==> src/rtl/hazard_pkg.sv <==
// Shared definitions for the hazard detection unit.
//   REG_ADDR_W : register index width
//   hz_state_t : controller state encoding (RUN, DEP, FRZ)
//   NOP_INSTR  : canonical RV32I NOP (addi x0,x0,0) loaded on flush/bubble
package hazard_pkg;

    localparam int unsigned REG_ADDR_W = 5;
    localparam logic [31:0] NOP_INSTR  = 32'h0000_0013;

    typedef enum logic [1:0] {
        ST_RUN = 2'd0,
        ST_DEP = 2'd1,
        ST_FRZ = 2'd2
    } hz_state_t;

endpackage

==> src/rtl/hazard_detection_unit_if.sv <==
// Pipeline <-> hazard unit signal bundle.
//   master : pipeline side (drives ID/EX/MEM hazard info and cache stalls, receives enables)
//   slave  : hazard unit side
interface hazard_detection_unit_if;

    logic [hazard_pkg::REG_ADDR_W-1:0] IF_ID_rs1;
    logic [hazard_pkg::REG_ADDR_W-1:0] IF_ID_rs2;
    logic                              uses_rs2;
    logic                              branch;
    logic                              jalr;
    logic                              ctrl_taken;
    logic [hazard_pkg::REG_ADDR_W-1:0] ID_EX_rd;
    logic                              ID_EX_memread;
    logic                              ID_EX_regwrite;
    logic [hazard_pkg::REG_ADDR_W-1:0] EX_MEM_rd;
    logic                              EX_MEM_memread;
    logic                              icache_stall;
    logic                              dcache_stall;
    logic                              pc_write;
    logic                              IF_ID_write;
    logic                              IF_ID_flush;
    logic                              ID_EX_bubble;
    logic                              pipe_write;

    modport master (
        output IF_ID_rs1, IF_ID_rs2, uses_rs2, branch, jalr, ctrl_taken,
               ID_EX_rd, ID_EX_memread, ID_EX_regwrite,
               EX_MEM_rd, EX_MEM_memread, icache_stall, dcache_stall,
        input  pc_write, IF_ID_write, IF_ID_flush, ID_EX_bubble, pipe_write
    );

    modport slave (
        input  IF_ID_rs1, IF_ID_rs2, uses_rs2, branch, jalr, ctrl_taken,
               ID_EX_rd, ID_EX_memread, ID_EX_regwrite,
               EX_MEM_rd, EX_MEM_memread, icache_stall, dcache_stall,
        output pc_write, IF_ID_write, IF_ID_flush, ID_EX_bubble, pipe_write
    );

endinterface

==> src/rtl/hazard_match.sv <==
// Combinational rd/rs comparison producing the dependency stall need.
//   rs1, rs2, uses_rs2     : sources of the ID instruction
//   branch, jalr           : ID instruction resolves in ID
//   ex_rd/memread/regwrite : producer in EX
//   mem_rd/memread         : producer in MEM
//   need_c                 : number of bubbles required (0 = none)
module hazard_match
    import hazard_pkg::*;
#(
    parameter int unsigned LD_BR_STALL = 2,
    parameter int unsigned CNT_W       = 2
) (
    input  logic [REG_ADDR_W-1:0] rs1,
    input  logic [REG_ADDR_W-1:0] rs2,
    input  logic                  uses_rs2,
    input  logic                  branch,
    input  logic                  jalr,
    input  logic [REG_ADDR_W-1:0] ex_rd,
    input  logic                  ex_memread,
    input  logic                  ex_regwrite,
    input  logic [REG_ADDR_W-1:0] mem_rd,
    input  logic                  mem_memread,
    output logic [CNT_W-1:0]      need_c
);

    logic ex_match;
    logic mem_match;
    logic is_ctrl;

    // x0 is hard-wired zero and never carries a dependency
    assign ex_match  = (ex_rd != '0)  && ((ex_rd == rs1)  || (uses_rs2 && (ex_rd == rs2)));
    assign mem_match = (mem_rd != '0) && ((mem_rd == rs1) || (uses_rs2 && (mem_rd == rs2)));
    assign is_ctrl   = branch | jalr;

    // Load-use dominates; ID-resolved control needs every operand ready in ID
    always_comb begin
        need_c = '0;
        if (ex_memread && ex_match) begin
            need_c = is_ctrl ? CNT_W'(LD_BR_STALL) : CNT_W'(1);
        end else if (is_ctrl && ex_regwrite && ex_match) begin
            need_c = CNT_W'(1);
        end else if (is_ctrl && mem_memread && mem_match) begin
            need_c = CNT_W'(1);
        end
    end

endmodule

==> src/rtl/hazard_detection_unit.sv <==
// Stall/flush controller beside the ID stage of the 5-stage RV32I pipeline.
// Inserts bubbles for load-use and ID-resolved branch/jalr dependencies,
// freezes the pipe on cache misses and squashes wrong-path fetches.
//   clk, rst_n : core clock, asynchronous active-low reset
//   hz         : hazard_detection_unit_if.slave (hazard inputs, pipeline enables)
// Optional: `HAZARD_PERF_CNT_EN adds saturating counters stall_cycles and
// flush_count (PERF_W bits each).
module hazard_detection_unit
    import hazard_pkg::*;
#(
    parameter int unsigned LD_BR_STALL = 2
`ifdef HAZARD_PERF_CNT_EN
    ,
    parameter int unsigned PERF_W      = 32
`endif
) (
    input  logic                    clk,
    input  logic                    rst_n,
    hazard_detection_unit_if.slave  hz
`ifdef HAZARD_PERF_CNT_EN
    ,
    output logic [PERF_W-1:0]       stall_cycles,
    output logic [PERF_W-1:0]       flush_count
`endif
);

    localparam int unsigned CNT_W = $clog2(LD_BR_STALL + 1);

    hz_state_t        state_q, state_d;
    hz_state_t        saved_q, saved_d;
    logic [CNT_W-1:0] dep_cnt_q, dep_cnt_d;
    logic             flush_pend_q, flush_pend_d;
    logic [CNT_W-1:0] need_c;
    logic             cache_stall_c;

    logic pc_write_c, if_id_write_c, if_id_flush_c, id_ex_bubble_c, pipe_write_c;
    logic bubble_o, flush_o;

    hazard_match #(
        .LD_BR_STALL (LD_BR_STALL),
        .CNT_W       (CNT_W)
    ) u_match (
        .rs1         (hz.IF_ID_rs1),
        .rs2         (hz.IF_ID_rs2),
        .uses_rs2    (hz.uses_rs2),
        .branch      (hz.branch),
        .jalr        (hz.jalr),
        .ex_rd       (hz.ID_EX_rd),
        .ex_memread  (hz.ID_EX_memread),
        .ex_regwrite (hz.ID_EX_regwrite),
        .mem_rd      (hz.EX_MEM_rd),
        .mem_memread (hz.EX_MEM_memread),
        .need_c      (need_c)
    );

    assign cache_stall_c = hz.icache_stall | hz.dcache_stall;

    // State register
    always_ff @(posedge clk or negedge rst_n) begin
        if (!rst_n) begin
            state_q      <= ST_RUN;
            saved_q      <= ST_RUN;
            dep_cnt_q    <= '0;
            flush_pend_q <= 1'b0;
        end else begin
            state_q      <= state_d;
            saved_q      <= saved_d;
            dep_cnt_q    <= dep_cnt_d;
            flush_pend_q <= flush_pend_d;
        end
    end

    // Next state and enables; a cache stall overrides everything in the same cycle
    always_comb begin
        state_d         = state_q;
        saved_d         = saved_q;
        dep_cnt_d       = dep_cnt_q;
        flush_pend_d    = flush_pend_q;
        pc_write_c      = 1'b0;
        if_id_write_c   = 1'b0;
        if_id_flush_c   = 1'b0;
        id_ex_bubble_c  = 1'b0;
        pipe_write_c    = 1'b0;

        if (cache_stall_c) begin
            if (state_q != ST_FRZ) begin
                saved_d = state_q;
            end
            state_d = ST_FRZ;
            // Redirect seen under a freeze is remembered and issued later
            if (hz.ctrl_taken) begin
                flush_pend_d = 1'b1;
            end
        end else begin
            unique case (state_q)
                ST_RUN: begin
                    if (need_c != '0) begin
                        id_ex_bubble_c = 1'b1;
                        pipe_write_c   = 1'b1;
                        if (need_c > CNT_W'(1)) begin
                            state_d   = ST_DEP;
                            dep_cnt_d = need_c - CNT_W'(1);
                        end
                    end else begin
                        pc_write_c    = 1'b1;
                        if_id_write_c = 1'b1;
                        pipe_write_c  = 1'b1;
                        if_id_flush_c = hz.ctrl_taken | flush_pend_q;
                        flush_pend_d  = 1'b0;
                    end
                end
                // Hazard inputs ignored here so the bubble count stays exact
                ST_DEP: begin
                    id_ex_bubble_c = 1'b1;
                    pipe_write_c   = 1'b1;
                    dep_cnt_d      = dep_cnt_q - CNT_W'(1);
                    if (dep_cnt_q == CNT_W'(1)) begin
                        state_d = ST_RUN;
                    end
                end
                // Release cycle stays frozen; the saved state resumes next cycle
                ST_FRZ: begin
                    state_d = saved_q;
                end
                default: begin
                    state_d = ST_RUN;
                end
            endcase
        end
    end

    // Everything is held low while reset is asserted
    assign bubble_o = rst_n & id_ex_bubble_c;
    assign flush_o  = rst_n & if_id_flush_c;

    assign hz.pc_write     = rst_n & pc_write_c;
    assign hz.IF_ID_write  = rst_n & if_id_write_c;
    assign hz.IF_ID_flush  = flush_o;
    assign hz.ID_EX_bubble = bubble_o;
    assign hz.pipe_write   = rst_n & pipe_write_c;

`ifdef HAZARD_PERF_CNT_EN
    // Saturating event counters
    always_ff @(posedge clk or negedge rst_n) begin
        if (!rst_n) begin
            stall_cycles <= '0;
            flush_count  <= '0;
        end else begin
            if (bubble_o && (stall_cycles != '1)) begin
                stall_cycles <= stall_cycles + PERF_W'(1);
            end
            if (flush_o && (flush_count != '1)) begin
                flush_count <= flush_count + PERF_W'(1);
            end
        end
    end
`endif

endmodule
==> src/flat_wrapper.sv <==
// flat-port wrapper written by rule: the top's interface ports become plain ports
module hazard_detection_unit_flat import hazard_pkg::*;
#(
    parameter int unsigned LD_BR_STALL = 2

)
  (clk, rst_n, hz_IF_ID_rs1, hz_IF_ID_rs2, hz_uses_rs2, hz_branch, hz_jalr, hz_ctrl_taken, hz_ID_EX_rd, hz_ID_EX_memread, hz_ID_EX_regwrite, hz_EX_MEM_rd, hz_EX_MEM_memread, hz_icache_stall, hz_dcache_stall, hz_pc_write, hz_IF_ID_write, hz_IF_ID_flush, hz_ID_EX_bubble, hz_pipe_write);
  hazard_detection_unit_if hz_i ();
  input  logic clk;
  input  logic rst_n;
  input wire logic [$bits(hz_i.IF_ID_rs1)-1:0] hz_IF_ID_rs1;
  input wire logic [$bits(hz_i.IF_ID_rs2)-1:0] hz_IF_ID_rs2;
  input wire logic [$bits(hz_i.uses_rs2)-1:0] hz_uses_rs2;
  input wire logic [$bits(hz_i.branch)-1:0] hz_branch;
  input wire logic [$bits(hz_i.jalr)-1:0] hz_jalr;
  input wire logic [$bits(hz_i.ctrl_taken)-1:0] hz_ctrl_taken;
  input wire logic [$bits(hz_i.ID_EX_rd)-1:0] hz_ID_EX_rd;
  input wire logic [$bits(hz_i.ID_EX_memread)-1:0] hz_ID_EX_memread;
  input wire logic [$bits(hz_i.ID_EX_regwrite)-1:0] hz_ID_EX_regwrite;
  input wire logic [$bits(hz_i.EX_MEM_rd)-1:0] hz_EX_MEM_rd;
  input wire logic [$bits(hz_i.EX_MEM_memread)-1:0] hz_EX_MEM_memread;
  input wire logic [$bits(hz_i.icache_stall)-1:0] hz_icache_stall;
  input wire logic [$bits(hz_i.dcache_stall)-1:0] hz_dcache_stall;
  output wire logic [$bits(hz_i.pc_write)-1:0] hz_pc_write;
  output wire logic [$bits(hz_i.IF_ID_write)-1:0] hz_IF_ID_write;
  output wire logic [$bits(hz_i.IF_ID_flush)-1:0] hz_IF_ID_flush;
  output wire logic [$bits(hz_i.ID_EX_bubble)-1:0] hz_ID_EX_bubble;
  output wire logic [$bits(hz_i.pipe_write)-1:0] hz_pipe_write;
  assign hz_i.IF_ID_rs1 = hz_IF_ID_rs1;
  assign hz_i.IF_ID_rs2 = hz_IF_ID_rs2;
  assign hz_i.uses_rs2 = hz_uses_rs2;
  assign hz_i.branch = hz_branch;
  assign hz_i.jalr = hz_jalr;
  assign hz_i.ctrl_taken = hz_ctrl_taken;
  assign hz_i.ID_EX_rd = hz_ID_EX_rd;
  assign hz_i.ID_EX_memread = hz_ID_EX_memread;
  assign hz_i.ID_EX_regwrite = hz_ID_EX_regwrite;
  assign hz_i.EX_MEM_rd = hz_EX_MEM_rd;
  assign hz_i.EX_MEM_memread = hz_EX_MEM_memread;
  assign hz_i.icache_stall = hz_icache_stall;
  assign hz_i.dcache_stall = hz_dcache_stall;
  assign hz_pc_write = hz_i.pc_write;
  assign hz_IF_ID_write = hz_i.IF_ID_write;
  assign hz_IF_ID_flush = hz_i.IF_ID_flush;
  assign hz_ID_EX_bubble = hz_i.ID_EX_bubble;
  assign hz_pipe_write = hz_i.pipe_write;
  hazard_detection_unit #(.LD_BR_STALL(LD_BR_STALL)) u_core (.clk(clk), .rst_n(rst_n), .hz(hz_i));
endmodule
==> config.mk <==
export PLATFORM = sky130hd
export DESIGN_NAME = hazard_detection_unit_flat
export DESIGN_NICKNAME = d
export VERILOG_FILES = /design/src/rtl/hazard_pkg.sv /design/src/rtl/hazard_detection_unit_if.sv /design/src/rtl/hazard_match.sv /design/src/rtl/hazard_detection_unit.sv /design/src/flat_wrapper.sv
export SDC_FILE = /design/constraint.sdc
export NUM_CORES = 1
export LEC_CHECK = 0
export ABC_AREA = 1
export CAP_MARGIN = 10
export CELL_PAD_IN_SITES_DETAIL_PLACEMENT = 0
export CELL_PAD_IN_SITES_GLOBAL_PLACEMENT = 1
export CORE_ASPECT_RATIO = 1.5
export CORE_MARGIN = 5
export CORE_UTILIZATION = 24
export CTS_CLUSTER_DIAMETER = 80
export DETAILED_ROUTE_END_ITERATION = 8
export GPL_TIMING_DRIVEN = 0
export PLACE_DENSITY = 0.85
export REMOVE_ABC_BUFFERS = 1
export SYNTH_ARGS = -nofsm -noshare
export SYNTH_HDL_FRONTEND = slang
export SYNTH_HIERARCHICAL = 1
export SYNTH_SLANG_ARGS = --single-unit
==> constraint.sdc <==
create_clock -name clk -period 1.9 [get_ports clk]
set_input_delay 0.38 -clock clk [delete_from_list [all_inputs] [get_ports clk]]
set_output_delay 0.38 -clock clk [all_outputs]
set_load 0.02 [all_outputs]
==> metrics <==
worst r2r dst u_core/flush_pend_q; setup slack, reg-to-reg 0.60 ns; WL/cell 10.6 um; std cell rows 26; most frequent cells after synthesis 48 x nand2_1, 28 x inv_1, 20 x nor2_1; Placer Congestion 0.809; Total GRT Usage 11.3%; yosys warns 6; post-route cell area 1450 um2; worst slew margin relative to its limit 73.9%; CP Class in -> out; worst reg2reg path depth 4; CP endpoint kind primary output; drt initial violations 26; layout cells sized above 1 42.9%; pre-CTS setup slack -1.35 ns; CTS tree built; max cap viols 0; vias per cell 4.45; Post-Syn Area 842 um2; CP Max Fanout 3; syn_area_per_cell 5.58 um2; Root Driver clkbuf_8; CTS max path bufs 2; Critical Path Start Type input pin; Final Hold Vio Count 0; fin crit period 2.16 ns; Least-Margin Pin Slew 0.391 ns; Crit path required time 1.52 ns; Post-synth EDFFs 0; Vert. Die Dim 82.5 um; Worst VDD drop 0.000313 V; Final setup viols 8; vias after detailed routing 1069; IO Pins 36; fmax 462 MHz; most area-hungry cell type in the Yosys netlist nand2_1; #FFs+latches synth 7; period utilization 114%; sequential element share of the synthesized area 20.8%; status complete, but fails checks; largest net degree at the start of global routing 10; DRT Wirelength 2.56 mm; Reg clk slew, reported paths 0.04 ns; top-count cell post-synth nand2_1; hold buffers post-CTS 0; worst hold margin 0.178 ns; core area 3420 um2; PnR worst setup slack -0.263 ns; Synth area leaders nand2_1 21%, dfrtp_1 21%, inv_1 12%; Power Density 541 nW/um2; unrepaired setup endpoints after global routing yes; die span in x 58.4 um; DRC 0; H-tree Lvls 1; Antenna diodes 0; TritonCTS Sinks 7; Final nets 233; Syn Inst Count 151; initial antenna violation count 0; DP Area 1240 um2; number of global-route vias before repair 1048; Tightest Hold Check Type in -> async; Leak 0.758 nW; Syn-to-layout area delta 72.5%; Initial Util 24.7%; FFs w/ async S/R, synth 100%; Distinct cells, synth 21; Worst EP arrival 1.78 ns; ANT nets after route 0; R2R Path Start u_core/state_q[1]; first-pass GRT wire length 4.29 mm; Final Skew 0.00298 ns; GRT overflow 0; drt pass-1 iters 4; die footprint 4820 um2; failing checks setup timing; final slew viol count 0; Num CTS Buffers 3; port bufs 35; share of the synthesized area in the top cell type 21.4%; Clk Latency, worst-skew pair 0.23 ns; post-detail-place hpwl 1.95 mm; Most used DFF post-synth dfrtp_1; post-layout util 42.5%
per-layer routing:
layer / global-route usage [%] / up-vias / wire, um
met5: 0 / - / 0
met4: 4.18 / 0 / 17
met3: 1.40 / 4 / 208
met2: 22.6 / 47 / 1410
met1: 11.5 / 461 / 917
li1: - / 557 / -
cells in the final DEF (no fill, tap or decap), types with 2 or more instances in the layout:
cell and n:
a21oi_1 2, nand2_2 13, nor3_2 2, ha_1 2, dlygate4sd2_1 3, clkdlybuf4s50_1 5
nand4_1 2, buf_8 7, nor2_4 3, xnor2_1 2, o21ai_2 2, buf_2 9
inv_1 13, nand2_1 36, clkbuf_8 3, inv_2 15, nor2_1 17, nor2_2 2
o21ai_1 3, inv_4 4, buf_6 7, nand3_1 10, o21ai_0 3, dfrtp_1 7
buf_4 11, xor2_1 3
sequential cells by signal (all words and copies together), names as in the netlist:
register,cells
u_core/dep_cnt_q,2
u_core/state_q,2
u_core/saved_q,2
u_core/flush_pend_q,1
metrics by stage:
| stage | std cells | total power [mW] | setup TNS (ns) |
|---|---|---|---|
| after floorplan | 150 | 0.393 | -0.888 |
| final | 240 | 0.786 | -1.50 |
| after detailed placement | 227 | 0.520 | -7.86 |
| after global placement | 227 | 0.517 | -7.59 |
| after CTS | 239 | 0.756 | -1.48 |
| after global routing | 240 | 0.852 | -2.58 |
kinds of logic after synthesis:
family | synth area share (%)
AND/OR/NAND/NOR | 44.6
buffers and inverters | 15.2
AO/OA/AOI/OAI | 9.81
flip-flops | 20.8
XOR/XNOR | 5.20
adder cells (fa/ha/maj) | 4.46
power breakdown:
| part | total (mW) | internal [mW] | switching [mW] |
|---|---|---|---|
| combinational | 0.341 | 0.163 | 0.178 |
| sequential | 0.237 | 0.202 | 0.0354 |
| clock | 0.208 | 0.145 | 0.0632 |
| total | 0.786 | 0.510 | 0.277 |
critical path, cell delays in order:
cell and delay [ns]:
clkdlybuf4s50_1 0.45, a21o_1 0.11, nand3_1 0.06, nand2_1 0.07, nand2_1 0.05, inv_2 0.06, inv_2 0.05, ha_4 0.17
buf_4 0.14, a21oi_4 0.12, buf_6 0.13
what timing repair did:
action | 4_1_cts | 5_1_grt
resized for setup | 147 | 47
endpoints found under the setup margin | 9 | 8
pin swaps | 32 | 20
buffers inserted | 8 | 1
worst max path at each step:
stage | startpoint | endpoint | slack (ns) | depth (start not counted)
detailed placement | hz_ID_EX_rd[0] | hz_IF_ID_flush | -1.35 | 15
CTS | hz_ID_EX_rd[3] | hz_IF_ID_flush | -0.24 | 15
global placement | hz_ID_EX_rd[3] | hz_IF_ID_flush | -1.31 | 15
floorplan | hz_IF_ID_rs2[0] | hz_IF_ID_write | -0.32 | 13
global route | hz_ID_EX_rd[4] | u_core/dep_cnt_q[0] | -0.38 | 21
finish | hz_ID_EX_regwrite | hz_ID_EX_bubble | -0.26 | 11
cell type report:
type	instances	area, um2
Clock buffer	4	45.0
Fill cell	356	1960
Inverter	32	130
Multi-Input combinational cell	111	647
Sequential cell	7	175
Tap cell	42	52.6
Timing Repair Buffer	44	403
Power figures use the tool's default switching activity.
